File: config.mk
export PLATFORM = sky130hd
export DESIGN_NAME = uart_text_writer
export DESIGN_NICKNAME = d
export VERILOG_FILES = /design/src/rtl/uart_text_writer.sv
export SDC_FILE = /design/constraint.sdc
export NUM_CORES = 1
export LEC_CHECK = 0
export CAP_MARGIN = 40
export CORE_ASPECT_RATIO = 0.6
export CORE_MARGIN = 2
export CORE_UTILIZATION = 35
export DETAILED_ROUTE_END_ITERATION = 10
export DONT_BUFFER_PORTS = 1
export GPL_ROUTABILITY_DRIVEN = 0
export SLEW_MARGIN = 20
export SYNTH_ARGS = -nofsm -noshare
export SYNTH_HDL_FRONTEND = slang
export SYNTH_SLANG_ARGS = --single-unit
File: constraint.sdc
create_clock -name clockIN -period 2.9 [get_ports clockIN]
set_input_delay 0.58 -clock clockIN [delete_from_list [all_inputs] [get_ports clockIN]]
set_output_delay 0.58 -clock clockIN [all_outputs]
set_load 0.1 [all_outputs]
File: src/rtl/uart_text_writer.sv
// uart_text_writer: turns received UART bytes into character-RAM writes for a
// scrolling text console. Handles the CR, LF, BS and FF control codes and wraps
// printable characters at the end of a row. Scrolling rotates a row offset, so
// nothing is ever copied in RAM. After reset the whole buffer is cleared.
module uart_text_writer #(
    parameter int         COLS       = 128,
    parameter int         ROWS       = 48,
    parameter logic [7:0] CLEAR_CHAR = 8'h20,
    localparam int        ADDR_W     = $clog2(COLS * ROWS),
    localparam int        COL_W      = $clog2(COLS),
    localparam int        ROW_W      = $clog2(ROWS)
) (
    input  logic              clockIN,
    input  logic              nRxResetIN,
    input  logic              rxReadyIN,
    input  logic [7:0]        rxDataIN,
    output logic              wrEnOUT,
    output logic [ADDR_W-1:0] wrAddrOUT,
    output logic [7:0]        wrDataOUT,
    output logic [COL_W-1:0]  cursorColOUT,
    output logic [ROW_W-1:0]  cursorRowOUT,
    output logic [ROW_W-1:0]  scrollRowOUT,
    output logic              busyOUT,
    output logic              overrunOUT
);

    localparam logic [ADDR_W-1:0] ALL_LAST = ADDR_W'(COLS * ROWS - 1);
    localparam logic [ADDR_W-1:0] ROW_END  = ADDR_W'(COLS - 1);
    localparam logic [COL_W-1:0]  COL_LAST = COL_W'(COLS - 1);
    localparam logic [ROW_W-1:0]  ROW_LAST = ROW_W'(ROWS - 1);
    localparam logic [ROW_W:0]    ROWS_V   = (ROW_W + 1)'(ROWS);

    typedef enum logic [1:0] {
        IDLE,
        CLEAR_ROW,
        CLEAR_ALL
    } state_t;

    state_t            state, state_nxt;
    logic              sync1, sync2, sync2_d;
    logic              rise;
    logic              pend_valid;
    logic [7:0]        pend_data;
    logic              consume;
    logic              do_newline;
    logic [COL_W-1:0]  col, col_nxt, col_dec;
    logic [ROW_W-1:0]  row, row_nxt;
    logic [ROW_W-1:0]  scroll, scroll_nxt;
    logic [ROW_W-1:0]  clr_row, clr_row_nxt;
    logic [ADDR_W-1:0] clr_cnt, clr_cnt_nxt;
    logic              wr_en_nxt;
    logic [ADDR_W-1:0] addr_nxt;
    logic [7:0]        data_nxt;

    // Physical RAM row for a logical row, given the current scroll offset.
    function automatic logic [ROW_W-1:0] phys_row(input logic [ROW_W-1:0] r,
                                                  input logic [ROW_W-1:0] s);
        logic [ROW_W:0] sum;
        sum = {1'b0, r} + {1'b0, s};
        if (sum >= ROWS_V)
            sum = sum - ROWS_V;
        return sum[ROW_W-1:0];
    endfunction

    // RAM address of a (physical row, column) pair, computed at full address width.
    function automatic logic [ADDR_W-1:0] cell_addr(input logic [ROW_W-1:0] p,
                                                    input logic [COL_W-1:0] c);
        return ADDR_W'(p) * ADDR_W'(COLS) + ADDR_W'(c);
    endfunction

    assign rise         = sync2 & ~sync2_d;
    assign col_dec      = col - 1'b1;
    assign cursorColOUT = col;
    assign cursorRowOUT = row;
    assign scrollRowOUT = scroll;

    // Synchronise the ready level, catch its rising edge, and hold one pending byte.
    always_ff @(posedge clockIN or negedge nRxResetIN) begin
        if (!nRxResetIN) begin
            sync1      <= 1'b0;
            sync2      <= 1'b0;
            sync2_d    <= 1'b0;
            pend_valid <= 1'b0;
            pend_data  <= '0;
            overrunOUT <= 1'b0;
        end else begin
            sync1   <= rxReadyIN;
            sync2   <= sync1;
            sync2_d <= sync2;
            if (rise) begin
                if (pend_valid && !consume) begin
                    overrunOUT <= 1'b1;
                end else begin
                    pend_data  <= rxDataIN;
                    pend_valid <= 1'b1;
                end
            end else if (consume) begin
                pend_valid <= 1'b0;
            end
        end
    end

    // Register FSM state, cursor/scroll and the RAM write port.
    always_ff @(posedge clockIN or negedge nRxResetIN) begin
        if (!nRxResetIN) begin
            state     <= CLEAR_ALL;
            col       <= '0;
            row       <= '0;
            scroll    <= '0;
            clr_row   <= '0;
            clr_cnt   <= '0;
            wrEnOUT   <= 1'b0;
            wrAddrOUT <= '0;
            wrDataOUT <= '0;
            busyOUT   <= 1'b1;
        end else begin
            state     <= state_nxt;
            col       <= col_nxt;
            row       <= row_nxt;
            scroll    <= scroll_nxt;
            clr_row   <= clr_row_nxt;
            clr_cnt   <= clr_cnt_nxt;
            wrEnOUT   <= wr_en_nxt;
            wrAddrOUT <= addr_nxt;
            wrDataOUT <= data_nxt;
            // The state register leaves a clear one cycle before its last write
            // appears, so busy also covers the cycle after any non-IDLE state.
            busyOUT   <= (state != IDLE) || (state_nxt != IDLE);
        end
    end

    // Next-state logic: dispatch pending bytes in IDLE, step through clears otherwise.
    always_comb begin
        state_nxt   = state;
        col_nxt     = col;
        row_nxt     = row;
        scroll_nxt  = scroll;
        clr_row_nxt = clr_row;
        clr_cnt_nxt = clr_cnt;
        wr_en_nxt   = 1'b0;
        addr_nxt    = wrAddrOUT;
        data_nxt    = wrDataOUT;
        consume     = 1'b0;
        do_newline  = 1'b0;
        case (state)
            IDLE: begin
                if (pend_valid) begin
                    consume = 1'b1;
                    if (pend_data >= 8'h20 && pend_data <= 8'h7E) begin
                        wr_en_nxt = 1'b1;
                        addr_nxt  = cell_addr(phys_row(row, scroll), col);
                        data_nxt  = pend_data;
                        if (col == COL_LAST) begin
                            col_nxt    = '0;
                            do_newline = 1'b1;
                        end else begin
                            col_nxt = col + 1'b1;
                        end
                    end else begin
                        case (pend_data)
                            8'h0D: col_nxt = '0;
                            8'h0A: do_newline = 1'b1;
                            8'h08: begin
                                if (col != '0) begin
                                    col_nxt   = col_dec;
                                    wr_en_nxt = 1'b1;
                                    addr_nxt  = cell_addr(phys_row(row, scroll), col_dec);
                                    data_nxt  = CLEAR_CHAR;
                                end
                            end
                            8'h0C: begin
                                col_nxt     = '0;
                                row_nxt     = '0;
                                scroll_nxt  = '0;
                                clr_cnt_nxt = '0;
                                state_nxt   = CLEAR_ALL;
                            end
                            default: ;
                        endcase
                    end
                    // On the bottom line the old top row becomes the new bottom row.
                    if (do_newline) begin
                        if (row != ROW_LAST) begin
                            row_nxt = row + 1'b1;
                        end else begin
                            scroll_nxt  = (scroll == ROW_LAST) ? '0 : scroll + 1'b1;
                            clr_row_nxt = scroll;
                            clr_cnt_nxt = '0;
                            state_nxt   = CLEAR_ROW;
                        end
                    end
                end
            end
            CLEAR_ROW: begin
                wr_en_nxt   = 1'b1;
                addr_nxt    = cell_addr(clr_row, clr_cnt[COL_W-1:0]);
                data_nxt    = CLEAR_CHAR;
                clr_cnt_nxt = clr_cnt + 1'b1;
                if (clr_cnt == ROW_END)
                    state_nxt = IDLE;
            end
            CLEAR_ALL: begin
                wr_en_nxt   = 1'b1;
                addr_nxt    = clr_cnt;
                data_nxt    = CLEAR_CHAR;
                clr_cnt_nxt = clr_cnt + 1'b1;
                if (clr_cnt == ALL_LAST)
                    state_nxt = IDLE;
            end
            default: state_nxt = IDLE;
        endcase
    end

endmodule
==> impl_metrics.json, run 1 <==
{
  "syn2layout_area_growth_pct": 33.8,
  "slew_headroom_pct": 40.0,
  "dr.pass1.iters": 7,
  "grtUsageTotal_pct": 19.5,
  "min_period_ps": 3210,
  "worstHoldPathType": "input pin to async pin",
  "synth_cell_types": 66,
  "setup_slack_ps": -310,
  "p_clk_share_pct": 22.7,
  "end_kind": "register",
  "final_common_cell": "dfrtp_1",
  "violations": "negative setup slack",
  "dr.first_iter.drc_count": 428,
  "fmax_mhz": 312,
  "fin_area_um2": 5760,
  "setup_viol_count_final": 2,
  "cts-root-buf": "clkbuf_16",
  "cts_buffer_depth": 2,
  "switching_share_pct": 46.7,
  "initial_utilization_pct": 35.8,
  "cts_tree": "yes",
  "via_per_inst": 5.57,
  "layout_common_cells": "dfrtp_1 (66), nor2_1 (48), buf_4 (48), nand2_1 (44), o21ai_0 (22)",
  "yosysSeqAreaShare_pct": 44.2,
  "place_area_um2": 5120,
  "synth-edff-count": 0,
  "ys_async_sr_fraction_pct": 100,
  "routedWlPerCell_um": 18.3,
  "p_switching_mw": 2.48,
  "status": "complete, but fails checks",
  "dp_hpwl_um": 8980,
  "ys.warnings.count": 0,
  "vdd_ir_drop_max_mv": 0.415,
  "drive_gt1_share_pct": 25.1,
  "ant_nets": 0,
  "nFillCells": 1103,
  "numCtsBuffers": 9,
  "syn_nets": 472,
  "syn-mean-instance-area_um2": 9.72,
  "clock_sinks": 76,
  "totalWireLength_um": 12600,
  "clock_latency_ps": 340,
  "hold_violations": 0,
  "seqCellArea_um2": 1920,
  "ys.flop_type": "dfrtp_1",
  "core_um2": 12000,
  "dieHeight_um": 89.9,
  "cp-start-kind": "register",
  "vias": 3827,
  "fin_crit_sh_pct": 111,
  "antenna_found_initial": 0,
  "p_comb_share_pct": 44.7,
  "drv_cap": 0,
  "synthesis.area_um2": 4300,
  "diodes": 0,
  "skew_ps": 10.5,
  "die_x_um": 147,
  "clkTransAtPathRegs_ps": 70,
  "ios": 54,
  "nets": 546,
  "overflow": 0,
  "slew_viol_final": 0,
  "crit_type": "register to register",
  "grt_pass1_wl_um": 20300,
  "p_int_mw": 2.84,
  "required_ps": 3180,
  "crit_arrival_ps": 3490,
  "rsz0062_at_grt": "yes",
  "drc": 0,
  "p_seq_share_pct": 32.5,
  "h-tree-depth": 3,
  "fin_util_pct": 47.9,
  "placement_rows": 31,
  "path_max_fanout": 3,
  "rr_worst_depth": 13,
  "dieArea_um2": 13200,
  "grt_pass1_vias": 3688,
  "worstMarginPinSlew_ps": 899,
  "leakagePower_nw": 2.51,
  "grt_max_degree": 75,
  "power.density_nw_per_um2": 923,
  "ys_seq_elements": 76,
  "io_buffers": 0,
  "synth_cells": 443,
  "multi_input_area_um2": 2310
}
-- logic make-up (layout without fill, tap and decap cells) --
kind of cell	Yosys count	after routing	share of synthesized area, %
buffers and inverters	35	114	3.49
xor gates and xnor gates	17	17	3.46
and+or+nand+nor	157	157	18.1
AOI/OAI and AO/OA	121	121	20.5
adders and majority gates	18	18	5.41
DFF	76	76	44.2
muxes	19	19	4.88
-- registers in the layout, summed over array words and instances, names as in the netlist --
| name | cells |
|---|---|
| busyOUT | 1 |
| clr_cnt | 13 |
| clr_row | 6 |
| cursorColOUT | 7 |
| cursorRowOUT | 6 |
| overrunOUT | 1 |
| pend_data | 8 |
| pend_valid | 1 |
| scrollRowOUT | 6 |
| state | 2 |
| sync1 | 1 |
| sync2 | 1 |
| sync2_d | 1 |
| wrAddrOUT | 13 |
| wrDataOUT | 8 |
| wrEnOUT | 1 |
-- synthesized netlist by cell type (all sizes together), types with 3 or more instances --
library cell | n | area, um2
dfrtp | 74 | 1850
nor2 | 48 | 180
nand2 | 45 | 176
o21ai | 24 | 124
a21oi | 23 | 126
nand3 | 21 | 105
ha | 17 | 213
mux2 | 16 | 180
clkbuf | 14 | 52.6
inv | 14 | 52.6
nor3 | 11 | 66.3
xor2 | 10 | 87.6
a221oi | 9 | 91.3
nor4 | 8 | 65.1
buf | 7 | 45.0
o2bb2ai | 7 | 61.3
xnor2 | 7 | 61.3
a21o | 6 | 52.6
a22o | 6 | 52.6
a22oi | 5 | 42.5
and2 | 5 | 33.8
o21bai | 5 | 37.5
or3 | 5 | 36.3
a211oi | 4 | 30.0
a31oi | 4 | 25.0
a221o | 3 | 30.0
mux2i | 3 | 30.0
nand4 | 3 | 18.8
o211ai | 3 | 22.5
o22ai | 3 | 18.8
o31ai | 3 | 22.5
-- critical path, stage by stage (launching register included) --
cell      delay [ps]
dfrtp_4          490
ha_4             170
fa_2             340
a21o_1           180
a21oi_2          130
xor2_1           210
inv_1             90
ha_2             210
nor4b_4          140
o211ai_1         110
or3b_4           420
or3_1            310
o211ai_1         200
a22o_1           150
-- per-stage QoR --
| step | power [mW] | hold WS (ps) | std cells | worst slack [ps] | setup TNS [ps] |
|---|---|---|---|---|---|
| after floorplan | 3.15 | 284 | 443 | -334 | -470 |
| after CTS | 5.15 | 61.8 | 670 | -232 | -349 |
| after global routing | 5.53 | 60.4 | 687 | -381 | -758 |
| after detailed placement | 3.90 | 287 | 645 | -309 | -597 |
| after global placement | 3.43 | 287 | 625 | -114 | -173 |
| final | 5.32 | 73.8 | 687 | -310 | -601 |
-- path summary, 6_finish.rpt --
path	endpoint	slack, ps	startpoint
setup / recovery	wrAddrOUT[11]	-310	scrollRowOUT[0]
hold / removal	busyOUT	70	nRxResetIN
setup reg to reg	wrAddrOUT[11]	-310	scrollRowOUT[0]
hold reg to reg	sync2	350	sync1
max in group asynchronous	cursorRowOUT[0]	2430	nRxResetIN
min in group clockIN	sync1	270	rxReadyIN
-- routing by layer --
layer,up-vias,track usage (%),wire (um)
met5,-,0,0
met4,0,5.69,189
met3,20,4.77,979
met2,154,27.9,5580
met1,1876,29.1,5850
li1,1777,-,-
-- repair_timing --
item	CTS	global route
setup buffers	9	3
hold endpoints to repair	74	0
hold buffers	1	0
gates cloned	0	0
endpoints found under the setup margin	2	2
pin swaps	7	3
resized for setup	7	1
-- power by group through the flow --
stage / Combinational, mW / Clock [mW] / Sequential [mW]
2_1_floorplan: 0.585 / 0 / 2.57
3_3_place_gp: 1.09 / 0 / 2.34
3_5_place_dp: 1.98 / 0 / 1.92
4_1_cts: 2.01 / 1.23 / 1.91
5_1_grt: 2.49 / 1.27 / 1.76
6_report: 2.38 / 1.21 / 1.73
-- layout make-up --
type | count | share of cell area (%)
Tap cell | 165 | 3.59
Inverter | 14 | 0.913
Timing Repair Buffer | 84 | 16.5
Clock buffer | 9 | 3.91
Sequential cell | 76 | 33.4
Clock inverter | 7 | 1.59
Multi-Input combinational cell | 332 | 40.1
(Power assumes the default switching activity.)
==> run 2, diff against run 1 <==
--- a/config.mk
+++ b/config.mk
@@ -5,6 +5,7 @@
 export SDC_FILE = /design/constraint.sdc
 export NUM_CORES = 1
 export LEC_CHECK = 0
+export ABC_CLOCK_PERIOD_IN_PS = 2900
 export CAP_MARGIN = 40
 export CORE_ASPECT_RATIO = 0.6
 export CORE_MARGIN = 2
==> constraint.sdc (replaced) <==
create_clock -name clockIN -period 2.9 [get_ports clockIN]
set_input_delay 0.435 -clock clockIN [delete_from_list [all_inputs] [get_ports clockIN]]
set_output_delay 0.435 -clock clockIN [all_outputs]
set_load 0.1 [all_outputs]
==> run 2 against run 1 <==
Net effect: sequential share of layout area grew 0.82 points; largest cell class unchanged; via count shrank 0.26%; critical endpoint unchanged; cell count shrank 1.2%; cell area shrank 2.4%; sequential cell count is the same; total power shrank 4.5%; the flow finishes with violations (negative hold slack, negative setup slack); fmax grew 2.3%; largest power group unchanged; non-clock buffer count shrank 8; utilization shrank 1.1 points; wire length shrank 2.8%.
==> impl_metrics.json, run 2 (synthesis results as in run 1) <==
{
  "totalWireLength_um": 12200,
  "antenna_found_initial": 0,
  "top_regs": "clr_cnt x13, wrAddrOUT x13",
  "layout.cells.non_filler": 679,
  "grt_pass1_wl_um": 20000,
  "die_x_um": 147,
  "setup_viol_count_final": 2,
  "diodes": 0,
  "gr-usage-met2_pct": 27.1,
  "ant_nets": 0,
  "dr.first_iter.drc_count": 406,
  "grt.met1_usage_pct": 28.3,
  "grt_max_degree": 77,
  "vdd_ir_drop_max_mv": 0.442,
  "holdWs_ps": -10.7,
  "core_um2": 12000,
  "cts_tree": "yes",
  "syn2layout_area_growth_pct": 30.6,
  "timing.rr.start": "cursorRowOUT[0]",
  "cp_slowest_cell": "dfrtp_4",
  "final_common_cell": "dfrtp_1",
  "overflow": 0,
  "io_buffers": 0,
  "rsz0062_at_grt": "yes",
  "crit_type": "register to register",
  "status": "complete, but fails checks",
  "placement_rows": 31,
  "crit_family": "simple AND/OR/NAND/NOR gates",
  "worstHoldPathType": "input pin to async pin",
  "drc": 0,
  "busiest_layer": "met1",
  "nets": 538,
  "end_kind": "register",
  "place_area_um2": 5130,
  "cp_common_cell": "o211ai_1",
  "violations": "negative hold slack, negative setup slack",
  "routedWlPerCell_um": 18.0,
  "multi_input_area_um2": 2310,
  "vias": 3817,
  "via_per_inst": 5.62,
  "drive_gt1_share_pct": 23.3,
  "dieHeight_um": 89.9,
  "hold_violations": 4,
  "skew_ps": 8.87,
  "nFillCells": 1094,
  "clkTransAtPathRegs_ps": 60,
  "setup_slack_ps": -238,
  "fin_crit_sh_pct": 108,
  "grt_pass1_vias": 3664,
  "rr_worst_depth": 13,
  "cts-root-buf": "clkbuf_16",
  "slew_viol_final": 0,
  "fin_util_pct": 46.7,
  "finalPower_mw": 5.08,
  "h-tree-depth": 3,
  "cp-start-kind": "register",
  "drv_cap": 0,
  "crit_chain": "ha_4, fa_2, a21o_1, a21oi_2, xor2_1, inv_1, ha_2, nor4b_4, o211ai_1, or3b_4, or3_1, o211ai_1, a22o_1",
  "path_max_fanout": 3,
  "clock_latency_ps": 340,
  "seqCellArea_um2": 1920,
  "grtUsageTotal_pct": 19.1,
  "placed_cells": 646,
  "numCtsBuffers": 9,
  "worstMarginPinSlew_ps": 903,
  "crit_arrival_ps": 3410,
  "ios": 54,
  "crit_path_max_incr_delay_ps": 490,
  "fmax_mhz": 319,
  "layout_common_cells": "dfrtp_1 (66), nor2_1 (48), nand2_1 (44), buf_4 (41), o21ai_0 (22)",
  "slew_headroom_pct": 39.8,
  "leakagePower_nw": 2.43,
  "initial_utilization_pct": 35.8,
  "dp_hpwl_um": 8830,
  "required_ps": 3180,
  "grtUsageMet3_pct": 5.99,
  "clock_sinks": 76,
  "dr.pass1.iters": 5,
  "power.density_nw_per_um2": 903,
  "cp_num_buf_inv": 1,
  "fin_area_um2": 5620,
  "reg2reg_slack_ps": -240,
  "cts_buffer_depth": 2,
  "r2r_end": "wrAddrOUT[11]",
  "dieArea_um2": 13200,
  "min_period_ps": 3140
}
==> run 2: worst max-delay path by stage <==
stage / slack, ps / depth (start not counted) / endpoint / startpoint
after floorplan: -330 / 13 / wrAddrOUT[11] / scrollRowOUT[0]
after global placement: -110 / 13 / wrAddrOUT[11] / scrollRowOUT[0]
after detailed placement: -290 / 12 / wrAddrOUT[11] / cursorRowOUT[1]
after CTS: -240 / 13 / wrAddrOUT[11] / cursorRowOUT[0]
after global routing: -310 / 13 / wrAddrOUT[11] / cursorRowOUT[0]
final: -240 / 13 / wrAddrOUT[11] / cursorRowOUT[0]
==> run 2: where the power goes <==
| part | leakage [nW] | total (mW) | internal [mW] | switching [mW] |
|---|---|---|---|---|
| clock network | 0.127 | 0.999 | 0.576 | 0.423 |
| registers | 0.978 | 1.77 | 1.25 | 0.513 |
| logic | 1.32 | 2.31 | 0.807 | 1.50 |
==> run 2: layout make-up <==
| type | count | area share (%) |
|---|---|---|
| multi-input combinational | 332 | 41.1 |
| sequential | 76 | 34.2 |
| timing repair buffer | 76 | 15.5 |
| clock buffer | 13 | 4.27 |
| tap | 165 | 3.67 |
| inverter | 14 | 0.935 |
| clock inverter | 3 | 0.267 |
==> run 2: stage by stage <==
stage	TNS, ps	hold WS [ps]	setup WS [ps]
2_1_floorplan	-470	139	-334
3_3_place_gp	-173	142	-114
3_5_place_dp	-527	142	-294
4_1_cts	-375	7.31	-243
5_1_grt	-588	16.2	-309
6_report	-422	-10.7	-238
==> run 2: worst register-to-register path: stages (launching register included) <==
cell,delay (ps)
dfrtp_4,490
ha_4,170
fa_2,330
a21o_1,180
a21oi_2,130
xor2_1,200
inv_1,90
ha_2,210
nor4b_4,130
o211ai_1,90
or3b_4,420
or3_1,310
o211ai_1,180
a22o_1,150
==> run 2: per-layer routing <==
metal / vias to the layer above / part of all wire, %
met3: 17 / 9.0
li1: 1766 / -
met4: 0 / 1.3
met5: - / 0
met1: 1878 / 47
met2: 156 / 43
==> run 2: timing repair <==
item                       CTS  global route
cloned                       0             0
buffers inserted             1             2
hold endpoints to repair    76             0
pin swaps                    4             5
setup endpoints to repair    2             3
hold buffers                 1             0
gates resized for setup      5             4
==> run 3, diff against run 2 <==
--- a/config.mk
+++ b/config.mk
@@ -10,6 +10,7 @@
 export CORE_ASPECT_RATIO = 0.6
 export CORE_MARGIN = 2
 export CORE_UTILIZATION = 35
+export CTS_CLUSTER_SIZE = 12
 export DETAILED_ROUTE_END_ITERATION = 10
 export DONT_BUFFER_PORTS = 1
 export GPL_ROUTABILITY_DRIVEN = 0
==> results of run 3 <==
No change in the layout: final DEF, timing and power equal those of run 2.
